===== src/rtl/multicycle_controller_if.sv =====
// Handshake/strobe bundle between the multicycle controller (master) and its
// datapath/memory (slave).
interface multicycle_controller_if #(
  parameter int OPW = 8,
  parameter int SPW = 3
);
  logic [OPW-1:0] opcode;
  logic           NFLG;
  logic           ZFLG;
  logic           MEM_READY;
  logic           IRQ;

  logic           LOAD_AC;
  logic           LOAD_IRU;
  logic           LOAD_IRL;
  logic           LOAD_PC;
  logic           INCR_PC;
  logic           FETCH;
  logic           STORE_MEM;
  logic           READ_MEM;
  logic           PUSH_RET;
  logic           POP_RET;
  logic           IRQ_ACK;

  logic [SPW-1:0] SP;
  logic           STK_FULL;
  logic           STK_EMPTY;
  logic           HALTED;
  logic           FAULT;
  logic [3:0]     STATE;

  modport master (
    input  opcode, NFLG, ZFLG, MEM_READY, IRQ,
    output LOAD_AC, LOAD_IRU, LOAD_IRL, LOAD_PC, INCR_PC, FETCH,
           STORE_MEM, READ_MEM, PUSH_RET, POP_RET, IRQ_ACK,
           SP, STK_FULL, STK_EMPTY, HALTED, FAULT, STATE
  );

  modport slave (
    output opcode, NFLG, ZFLG, MEM_READY, IRQ,
    input  LOAD_AC, LOAD_IRU, LOAD_IRL, LOAD_PC, INCR_PC, FETCH,
           STORE_MEM, READ_MEM, PUSH_RET, POP_RET, IRQ_ACK,
           SP, STK_FULL, STK_EMPTY, HALTED, FAULT, STATE
  );
endinterface


===== src/rtl/multicycle_controller.sv =====
// Multicycle instruction-sequencing controller with return-stack pointer,
// maskable interrupt entry, halt and fault states. State updates on falling clk.
module multicycle_controller #(
  parameter int OPW       = 8,
  parameter int STK_DEPTH = 4,
  parameter int SPW       = $clog2(STK_DEPTH + 1)
) (
  input logic                   clk,
  input logic                   reset,
  multicycle_controller_if.master bus
);

  typedef enum logic [3:0] {
    S_START    = 4'd0,
    S_PREPU    = 4'd1,
    S_FETCHU   = 4'd2,
    S_PREPL    = 4'd3,
    S_FETCHL   = 4'd4,
    S_EXEC     = 4'd5,
    S_STOREMEM = 4'd6,
    S_READMEM  = 4'd7,
    S_JUMP     = 4'd8,
    S_CALL     = 4'd9,
    S_RET      = 4'd10,
    S_IRQ      = 4'd11,
    S_HALT     = 4'd12,
    S_FAULT    = 4'd13
  } state_e;

  state_e         state_q, state_d;
  logic [SPW-1:0] sp_q, sp_d;
  logic           mask_q, mask_d;

  logic [7:0] op;
  logic       illegal;
  logic       stk_full;
  logic       stk_empty;
  logic       irq_take;

  logic load_ac, load_iru, load_irl, load_pc, incr_pc, fetch;
  logic store_mem, read_mem, push_ret, pop_ret, irq_ack;

  // Anything above 0x17, including any set bit above bit 7, is illegal.
  assign op        = bus.opcode[7:0];
  assign illegal   = bus.opcode > OPW'(8'h17);
  assign stk_full  = (sp_q == SPW'(STK_DEPTH));
  assign stk_empty = (sp_q == '0);
  assign irq_take  = bus.IRQ && !mask_q && !stk_full;

  always_comb begin
    state_d   = state_q;
    load_ac   = 1'b0;
    load_iru  = 1'b0;
    load_irl  = 1'b0;
    load_pc   = 1'b0;
    incr_pc   = 1'b0;
    fetch     = 1'b0;
    store_mem = 1'b0;
    read_mem  = 1'b0;
    push_ret  = 1'b0;
    pop_ret   = 1'b0;
    irq_ack   = 1'b0;

    unique case (state_q)
      S_START: begin
        load_ac = 1'b1;
        state_d = S_PREPU;
      end

      S_PREPU: begin
        fetch   = 1'b1;
        state_d = irq_take ? S_IRQ : S_FETCHU;
      end

      S_FETCHU: begin
        fetch = 1'b1;
        if (bus.MEM_READY) begin
          load_iru = 1'b1;
          incr_pc  = 1'b1;
          if (illegal) begin
            state_d = S_FAULT;
          end else begin
            case (op)
              8'h00:   state_d = S_PREPU;
              8'h04:   state_d = S_EXEC;
              8'h16:   state_d = stk_empty ? S_FAULT : S_RET;
              8'h17:   state_d = S_HALT;
              default: state_d = S_PREPL;
            endcase
          end
        end
      end

      S_PREPL: begin
        fetch = 1'b1;
        case (op)
          8'h10:   state_d = S_JUMP;
          8'h11:   state_d = bus.NFLG  ? S_JUMP : S_PREPU;
          8'h12:   state_d = !bus.NFLG ? S_JUMP : S_PREPU;
          8'h13:   state_d = bus.ZFLG  ? S_JUMP : S_PREPU;
          8'h14:   state_d = !bus.ZFLG ? S_JUMP : S_PREPU;
          8'h15:   state_d = stk_full  ? S_FAULT : S_CALL;
          default: state_d = S_FETCHL;
        endcase
      end

      S_FETCHL: begin
        fetch = 1'b1;
        if (bus.MEM_READY) begin
          load_irl = 1'b1;
          incr_pc  = 1'b1;
          case (op)
            8'h03:                               state_d = S_STOREMEM;
            8'h02, 8'h06, 8'h08, 8'h0E, 8'h0F:   state_d = S_EXEC;
            default:                             state_d = S_READMEM;
          endcase
        end
      end

      S_READMEM: begin
        read_mem = 1'b1;
        if (bus.MEM_READY) state_d = S_EXEC;
      end

      S_STOREMEM: begin
        store_mem = 1'b1;
        if (bus.MEM_READY) state_d = S_PREPU;
      end

      S_EXEC: begin
        load_ac = 1'b1;
        state_d = S_PREPU;
      end

      S_JUMP: begin
        load_pc = 1'b1;
        state_d = S_PREPU;
      end

      S_CALL: begin
        load_pc  = 1'b1;
        push_ret = 1'b1;
        state_d  = S_PREPU;
      end

      S_RET: begin
        load_pc = 1'b1;
        pop_ret = 1'b1;
        state_d = S_PREPU;
      end

      S_IRQ: begin
        load_pc  = 1'b1;
        push_ret = 1'b1;
        irq_ack  = 1'b1;
        state_d  = S_PREPU;
      end

      S_HALT: begin
        if (irq_take) state_d = S_IRQ;
      end

      S_FAULT: begin
        state_d = S_FAULT;
      end

      default: begin
        state_d = S_FAULT;
      end
    endcase
  end

  // Push/pop are never issued at the stack limits (Call/Ret/Irq entry is
  // guarded above), so the pointer cannot wrap.
  always_comb begin
    sp_d = sp_q;
    if (push_ret)     sp_d = sp_q + SPW'(1);
    else if (pop_ret) sp_d = sp_q - SPW'(1);
  end

  always_comb begin
    mask_d = mask_q;
    if (state_d == S_IRQ)      mask_d = 1'b1;
    else if (state_q == S_RET) mask_d = 1'b0;
  end

  always_ff @(negedge clk) begin
    if (reset) begin
      state_q <= S_START;
      sp_q    <= '0;
      mask_q  <= 1'b0;
    end else begin
      state_q <= state_d;
      sp_q    <= sp_d;
      mask_q  <= mask_d;
    end
  end

  assign bus.LOAD_AC   = load_ac;
  assign bus.LOAD_IRU  = load_iru;
  assign bus.LOAD_IRL  = load_irl;
  assign bus.LOAD_PC   = load_pc;
  assign bus.INCR_PC   = incr_pc;
  assign bus.FETCH     = fetch;
  assign bus.STORE_MEM = store_mem;
  assign bus.READ_MEM  = read_mem;
  assign bus.PUSH_RET  = push_ret;
  assign bus.POP_RET   = pop_ret;
  assign bus.IRQ_ACK   = irq_ack;
  assign bus.SP        = sp_q;
  assign bus.STK_FULL  = stk_full;
  assign bus.STK_EMPTY = stk_empty;
  assign bus.HALTED    = (state_q == S_HALT);
  assign bus.FAULT     = (state_q == S_FAULT);
  assign bus.STATE     = state_q;

endmodule


===== src/flat_wrapper.sv =====
// flat-port wrapper written by rule: the top's interface ports become plain ports
module multicycle_controller_flat 
#(
  parameter int OPW       = 8,
  parameter int STK_DEPTH = 4,
  parameter int SPW       = $clog2(STK_DEPTH + 1)
)
  (clk, reset, bus_opcode, bus_NFLG, bus_ZFLG, bus_MEM_READY, bus_IRQ, bus_LOAD_AC, bus_LOAD_IRU, bus_LOAD_IRL, bus_LOAD_PC, bus_INCR_PC, bus_FETCH, bus_STORE_MEM, bus_READ_MEM, bus_PUSH_RET, bus_POP_RET, bus_IRQ_ACK, bus_SP, bus_STK_FULL, bus_STK_EMPTY, bus_HALTED, bus_FAULT, bus_STATE);
  multicycle_controller_if #(.OPW(OPW), .SPW(SPW)) bus_i ();
  input logic clk;
  input logic reset;
  input wire logic [$bits(bus_i.opcode)-1:0] bus_opcode;
  input wire logic [$bits(bus_i.NFLG)-1:0] bus_NFLG;
  input wire logic [$bits(bus_i.ZFLG)-1:0] bus_ZFLG;
  input wire logic [$bits(bus_i.MEM_READY)-1:0] bus_MEM_READY;
  input wire logic [$bits(bus_i.IRQ)-1:0] bus_IRQ;
  output wire logic [$bits(bus_i.LOAD_AC)-1:0] bus_LOAD_AC;
  output wire logic [$bits(bus_i.LOAD_IRU)-1:0] bus_LOAD_IRU;
  output wire logic [$bits(bus_i.LOAD_IRL)-1:0] bus_LOAD_IRL;
  output wire logic [$bits(bus_i.LOAD_PC)-1:0] bus_LOAD_PC;
  output wire logic [$bits(bus_i.INCR_PC)-1:0] bus_INCR_PC;
  output wire logic [$bits(bus_i.FETCH)-1:0] bus_FETCH;
  output wire logic [$bits(bus_i.STORE_MEM)-1:0] bus_STORE_MEM;
  output wire logic [$bits(bus_i.READ_MEM)-1:0] bus_READ_MEM;
  output wire logic [$bits(bus_i.PUSH_RET)-1:0] bus_PUSH_RET;
  output wire logic [$bits(bus_i.POP_RET)-1:0] bus_POP_RET;
  output wire logic [$bits(bus_i.IRQ_ACK)-1:0] bus_IRQ_ACK;
  output wire logic [$bits(bus_i.SP)-1:0] bus_SP;
  output wire logic [$bits(bus_i.STK_FULL)-1:0] bus_STK_FULL;
  output wire logic [$bits(bus_i.STK_EMPTY)-1:0] bus_STK_EMPTY;
  output wire logic [$bits(bus_i.HALTED)-1:0] bus_HALTED;
  output wire logic [$bits(bus_i.FAULT)-1:0] bus_FAULT;
  output wire logic [$bits(bus_i.STATE)-1:0] bus_STATE;
  assign bus_i.opcode = bus_opcode;
  assign bus_i.NFLG = bus_NFLG;
  assign bus_i.ZFLG = bus_ZFLG;
  assign bus_i.MEM_READY = bus_MEM_READY;
  assign bus_i.IRQ = bus_IRQ;
  assign bus_LOAD_AC = bus_i.LOAD_AC;
  assign bus_LOAD_IRU = bus_i.LOAD_IRU;
  assign bus_LOAD_IRL = bus_i.LOAD_IRL;
  assign bus_LOAD_PC = bus_i.LOAD_PC;
  assign bus_INCR_PC = bus_i.INCR_PC;
  assign bus_FETCH = bus_i.FETCH;
  assign bus_STORE_MEM = bus_i.STORE_MEM;
  assign bus_READ_MEM = bus_i.READ_MEM;
  assign bus_PUSH_RET = bus_i.PUSH_RET;
  assign bus_POP_RET = bus_i.POP_RET;
  assign bus_IRQ_ACK = bus_i.IRQ_ACK;
  assign bus_SP = bus_i.SP;
  assign bus_STK_FULL = bus_i.STK_FULL;
  assign bus_STK_EMPTY = bus_i.STK_EMPTY;
  assign bus_HALTED = bus_i.HALTED;
  assign bus_FAULT = bus_i.FAULT;
  assign bus_STATE = bus_i.STATE;
  multicycle_controller #(.OPW(OPW), .STK_DEPTH(STK_DEPTH), .SPW(SPW)) u_core (.clk(clk), .reset(reset), .bus(bus_i));
endmodule

===== config.mk =====
export PLATFORM = sky130hd
export DESIGN_NAME = multicycle_controller_flat
export DESIGN_NICKNAME = d
export VERILOG_FILES = /design/src/rtl/multicycle_controller_if.sv /design/src/rtl/multicycle_controller.sv /design/src/flat_wrapper.sv
export SDC_FILE = /design/constraint.sdc
export NUM_CORES = 1
export LEC_CHECK = 0
export ABC_AREA = 1
export CAP_MARGIN = 20
export CORE_MARGIN = 4
export CORE_UTILIZATION = 45
export DETAILED_ROUTE_END_ITERATION = 10
export PLACE_DENSITY_LB_ADDON = 0.1
export RECOVER_POWER = 50
export SLEW_MARGIN = 20
export SYNTH_ARGS = -nofsm -noshare
export SYNTH_HDL_FRONTEND = slang
export SYNTH_SLANG_ARGS = --single-unit

===== constraint.sdc =====
create_clock -name clk -period 1.75 [get_ports clk]
set_input_delay 0.4375 -clock clk [delete_from_list [all_inputs] [get_ports clk]]
set_output_delay 0.4375 -clock clk [all_outputs]
set_load 0.01 [all_outputs]

==> results of run 1 <==
## logic make-up after synthesis
kind of cell               count (synthesis)  share of synthesized area [%]
and+or+nand+nor                          126                           54.7
xor gates and xnor gates                   1                          0.872
DFF                                        8                           15.9
adders and majority gates                  1                           1.99
buffers and inverters                     31                           12.5
AOI/OAI and AO/OA                         25                           14.1
## through the flow
step / area [µm²] / std cells / utilization [%] / setup WS (ns)
floorplan: 1150 / 192 / - / -0.453
global placement: 1820 / 294 / 88.9 / -1.04
detailed placement: 1820 / 294 / 88.9 / -1.12
## cells in the mapped netlist (all sizes together)
library cell	n	area share, %
a211oi	1	0.75
a21boi	1	1.1
a21oi	10	5.0
buf	3	2.0
dfxtp	8	16
fa	1	2.0
inv	28	10
nand2	57	21
nand3	14	7.0
nand4	3	1.9
nor2	46	21
nor3	5	2.5
nor4	1	0.62
o2111ai	1	0.87
o211ai	1	0.75
o21ai	10	5.0
o22ai	1	0.62
xnor2	1	0.87
==> run summary, run 1 <==
The flow did not finish. The flow halted during clock tree synthesis. The tool reported: "[ERROR DPL-0038] Utilization greater than 100%, impossible to legalize". The deepest clock path buffer count is 2.

The number of rows created at floorplan came out at 16. The number of buffers inserted by post-CTS setup repair came out at 16. The cell area after synthesis is 0.00100 mm².

Synthesis handed over a netlist of 192 instances. The routability congestion estimate from global placement is slightly below 0.9. The post-cts hold buffer count came out at 0. During I/O placement, the number of pins put on the boundary was 36.

The count of yosys warnings during synthesis is 0. The net count after synthesis is between 200 and 250. The CTS sink count came out at 8. The width of the die is ~55 µm. The average cell area after synthesis is between 5 and 6 µm². The die boundary height came out at approximately 55 µm.

The number of gates resized after CTS came out at between 200 and 250. The number of flip-flops and latches in the synthesized netlist is 8. The distinct cell type count after synthesis is 23. The effective utilization at floorplan is between 40% and 50%.

During placement, the flow inserted port buffers numbering 35. The total number of H-tree levels is 1. The number of CTS-inserted buffers is 3. The post-detailed-placement half-perimeter wirelength came out at 3140 µm. After synthesis, flip-flops and latches occupy between 10% and 20% of the total area. The tree is rooted in a sky130_fd_sc_hd__clkbuf_4.
==> run 2: changes to the inputs <==
--- a/config.mk
+++ b/config.mk
@@ -7,10 +7,10 @@
 export LEC_CHECK = 0
 export ABC_AREA = 1
 export CAP_MARGIN = 20
-export CORE_MARGIN = 4
-export CORE_UTILIZATION = 45
+export CORE_AREA = 4 4 65 67
 export DETAILED_ROUTE_END_ITERATION = 10
-export PLACE_DENSITY_LB_ADDON = 0.1
+export DIE_AREA = 0 0 69 71
+export PLACE_DENSITY_LB_ADDON = 0.15
 export RECOVER_POWER = 50
 export SLEW_MARGIN = 20
 export SYNTH_ARGS = -nofsm -noshare
==> run 2 against run 1 <==
  * The flow now finishes, with violations (setup timing)
  * Synthesized cell count unchanged
  * Area after synthesis did not move
==> run summary, run 2 <==
The largest fanout on the critical path is 4. The headroom to the max-slew limit is around four fifths. The transition time at the pin with the least slew margin came out at roughly 0.3 ns. In the post-synthesis netlist, the cell with the most instances is sky130_fd_sc_hd__nand2_1. The tightest hold margin is ~0.5 ns.

The count of antenna-violating nets left after detailed routing came out at 0. Counting instances in the post-synthesis netlist gives the leading cell types as sky130_fd_sc_hd__nand2_1 (57), sky130_fd_sc_hd__nor2_1 (35), sky130_fd_sc_hd__inv_1 (24), sky130_fd_sc_hd__nand3_1 (14), sky130_fd_sc_hd__a21oi_1 (10). Leaving out fill and tap cells, the most frequent cell in the layout is sky130_fd_sc_hd__buf_4. The data arrival time of the worst path came out at roughly 2.1 ns. The number of flip-flops and latches in the synthesized netlist came out at 8 (unchanged).

The routed wire length per instance is about 11 µm. The number of antenna violations at the first check in global routing is 0. The routed wire length came out at 3900 µm. The cell area after synthesis came out at 0.00100 mm² (unchanged). Clock latency on the worst-skew pair, taken at its later pin, is approximately 0.3 ns. Traced cell by cell, the critical path runs through inv_2, nor2_4, nand2_4, a21oi_2, buf_2. In the detailed route, the total length drawn on met3 is between 150 and 200 µm. The critical path in this run is classified as reg2out. The core region is between 0.003 and 0.004 mm².

The worst register-to-register path ends at u_core.bus.SP[2]$_SDFFE_NP0P_. The critical path required time is about 1.3 ns. The top cell type's share of synthesized area was 21.3% (unchanged). The effective utilization at floorplan came to 27.7% (-22 points). The net switching component of the power is ~0.0011 W. Among all stages on the critical path, the largest delay is contributed by sky130_fd_sc_hd__dfxtp_4. The number of pins exceeding their max-slew limit in the final report is 0. Summed over all instances, the cell type with the most area after synthesis is sky130_fd_sc_hd__nand2_1.

The CTS sink count is 8 (unchanged). Summed over all cells, the static leakage comes to between 1 and 1.5 nW. The final layout contains 311 nets. Signal routing reaches up to met4. The proportion of register bits with asynchronous set or reset after synthesis came out at 0% (unchanged). For this run, the slowest stage of the critical path takes approximately 0.38 ns. 0 antenna diodes ended up in the layout. The distinct cell type count after synthesis came to 23 (unchanged). The via count normalized by instance count is 4.52. The aggregate global-route resource usage came out at about 16%. The number of remaining DRC errors came out at 0.

The number of synthesized flops with an enable pin came out at 0 (unchanged). The final reports fail on setup timing. The synthesized instance count is 192 (unchanged). In the layout the commonest cells are sky130_fd_sc_hd__buf_4 (43), sky130_fd_sc_hd__nand2_1 (40), sky130_fd_sc_hd__buf_6 (33). The average cell area after synthesis is 5.23 µm² (unchanged). The total congestion overflow is 0. The maximum number of pins on one net before global-route repair came out at 7. The kind of cell adding the most delay to the critical path is flip-flops. The areal power density over the cells is 1050 mW/mm². The buffering stage count on the worst path with inverters included came out at 2. The area after detailed placement came to 0.00188 mm² (+3.8%). TritonCTS built the clock tree.

Wire segments on met2 add up to between 1500 and 2000 µm in the final route. The total number of H-tree levels is 1 (unchanged). The category of the worst setup path launch point is a flip-flop.

The smallest setup slack after layout is -0.812 ns. The clock edge transition at the registers on the reported setup and hold paths came out at roughly 0.03 ns. The clock skew came out at about 0.015 ns. The number of CTS-inserted buffers came out at 3 (unchanged). STA classifies the critical path endpoint as a primary output.

The worst vdd rail ir drop is approximately 0.95 mV. The width of the die is 69 µm (+25%). The count of endpoints failing setup in the final report came out at 26. The routed layout has ~1500 vias.

The internal power is 0.00138 W. The net count after synthesis came to 207 (unchanged). The final cell area excluding filler cells is approximately 0.0023 mm². The layout has ~350 filler cells.

The pre-CTS worst setup slack is -1.06 ns (+0.0585 ns). The end point of the worst hold path is u_core.bus.SP[0]$_SDFFE_NP0P_. From synthesis to final layout, the design area changed by 132%.

The number of rows created at floorplan came out at 22 (+6). In this run, the combinational gates consume between 70% and 80% of the power. Setup repair after global routing could not meet its margin everywhere. By area the synthesized netlist is led by sky130_fd_sc_hd__nand2_1 (21%), sky130_fd_sc_hd__dfxtp_1 (16%), sky130_fd_sc_hd__nor2_1 (13%). The worst hold path cell count is 1.

The die boundary height is 71 µm (+29%). In this run, flip-flops and latches consume 16.0% of the power. The post-detailed-placement half-perimeter wirelength is 2900 µm (-7.5%). The floorplan step defined a die boundary enclosing between 0.004 and 0.005 mm². The deepest clock path buffer count is 2 (unchanged). The startpoint of the lowest-slack register-to-register path is u_core.bus.STATE[2]$_SDFF_NP0_. The via count of the first global-routing pass came out at 1503. The number of flip-flops in the largest register came out at 4. The startpoint identified for the worst hold timing path is u_core.bus.SP[0]$_SDFFE_NP0P_. The met1 wire length came out at 1770 µm. The proportion of total power due to net switching is 43.4%. The sequential element share of the synthesized area is 15.9% (unchanged). Across the run, the number of max-cap violations was 0.

Adding up every negative setup slack in the final design gives -15.22 ns. The worst register-to-register path has a depth of 9. The clock group share of total power is between 10% and 20%. The first-pass GRT wire length came out at about 6700 µm. For this run, the detailed router's first-pass iteration total came to 4.

The leading register cell type out of synthesis is sky130_fd_sc_hd__dfxtp_1. The I/O pin count came out at 36 (unchanged). The worst setup slack for register-to-register paths is 0.05 ns. The violation count after the first detailed-route iteration came out at 60. The worst hold path belongs to the class reg2reg. The count of yosys warnings during synthesis came to 0 (unchanged). The post-cts hold buffer count came out at 0 (unchanged). The run finished, with violations left. The root buffer cell chosen for the clock tree is sky130_fd_sc_hd__clkbuf_8. The proportion of layout cells with a drive suffix above 1 came out at between 60% and 70%. The final hold violation count is 0. The number of buffer cells added on primary ports is 35 (unchanged). The routability congestion estimate from global placement is 0.836 (-5.2%).
-- run 2: cell counts after synthesis --
Identical to the previous run, type by type.
-- run 2: routing by layer --
metal	GRT usage [%]	vias up
li1	-	823
met1	20.6	687
met2	27.1	31
met3	4.40	4
met4	2.82	0
met5	2.02	-
-- run 2: kinds of logic (layout without fill, tap and decap cells) --
logic type                 after synthesis  after routing  synth area share (%)
buffers and inverters                   31            133                  12.5
and+or+nand+nor                        126            126                  54.7
xor gates and xnor gates                 1              1                 0.872
AOI/OAI and AO/OA                       25             25                  14.1
DFF                                      8              8                  15.9
adders and majority gates                1              1                  1.99
-- run 2: what timing repair did --
| action | CTS | global route |
|---|---|---|
| resized for setup | 210 | 32 |
| pin swaps | 42 | 27 |
| endpoints found under the setup margin | 30 | 27 |
| gates cloned | 1 | 0 |
| setup buffers | 10 | 4 |
-- run 2: worst max path at each step --
stage	start	end	slack (ns)	cells past startpoint
final	u_core.bus.STATE[1]$_SDFF_NP0_	bus_INCR_PC	-0.81	5
after global routing	u_core.bus.STATE[0]$_SDFF_NP0_	bus_INCR_PC	-0.87	5
after detailed placement	bus_opcode[3]	u_core.bus.STATE[2]$_SDFF_NP0_	-1.06	10
after CTS	u_core.bus.STATE[1]$_SDFF_NP0_	bus_INCR_PC	-0.81	5
after floorplan	u_core.bus.STATE[0]$_SDFF_NP0_	bus_INCR_PC	-0.45	4
after global placement	bus_opcode[7]	u_core.bus.STATE[2]$_SDFF_NP0_	-1.10	11
-- run 2: stage by stage --
| step | util, % | power (W) | instances |
|---|---|---|---|
| 4_1_cts | 60.7 | 0.00235 | 339 |
| 5_1_grt | 64.2 | 0.00267 | 342 |
| 6_report | 64.2 | 0.00244 | 342 |
| 3_5_place_dp | 51.9 | 0.00182 | 319 |
| 2_1_floorplan | - | 0.00105 | 192 |
| 3_3_place_gp | 51.9 | 0.00183 | 319 |
-- run 2: power by group through the flow --
stage	clock, W	sequential (W)	combinational (W)
2_1_floorplan	0.0000316	0.000360	0.000660
3_3_place_gp	0.0000316	0.000345	0.00145
3_5_place_dp	0.0000316	0.000347	0.00144
4_1_cts	0.000315	0.000380	0.00166
5_1_grt	0.000351	0.000397	0.00192
6_report	0.000296	0.000391	0.00176
-- run 2: final cells by class --
cell class                 instances  area [µm²]  share of cell area [%]
clock buffer                       3        41.3                    1.77
clock inverter                     8        30.0                    1.29
inverter                          27         125                    5.37
multi-input combinational        153        1020                    43.6
sequential                         8         184                    7.89
tap                               48        60.1                    2.58
timing repair buffer              95         875                    37.5
Note: power is estimated with default switching activity, not from simulation.
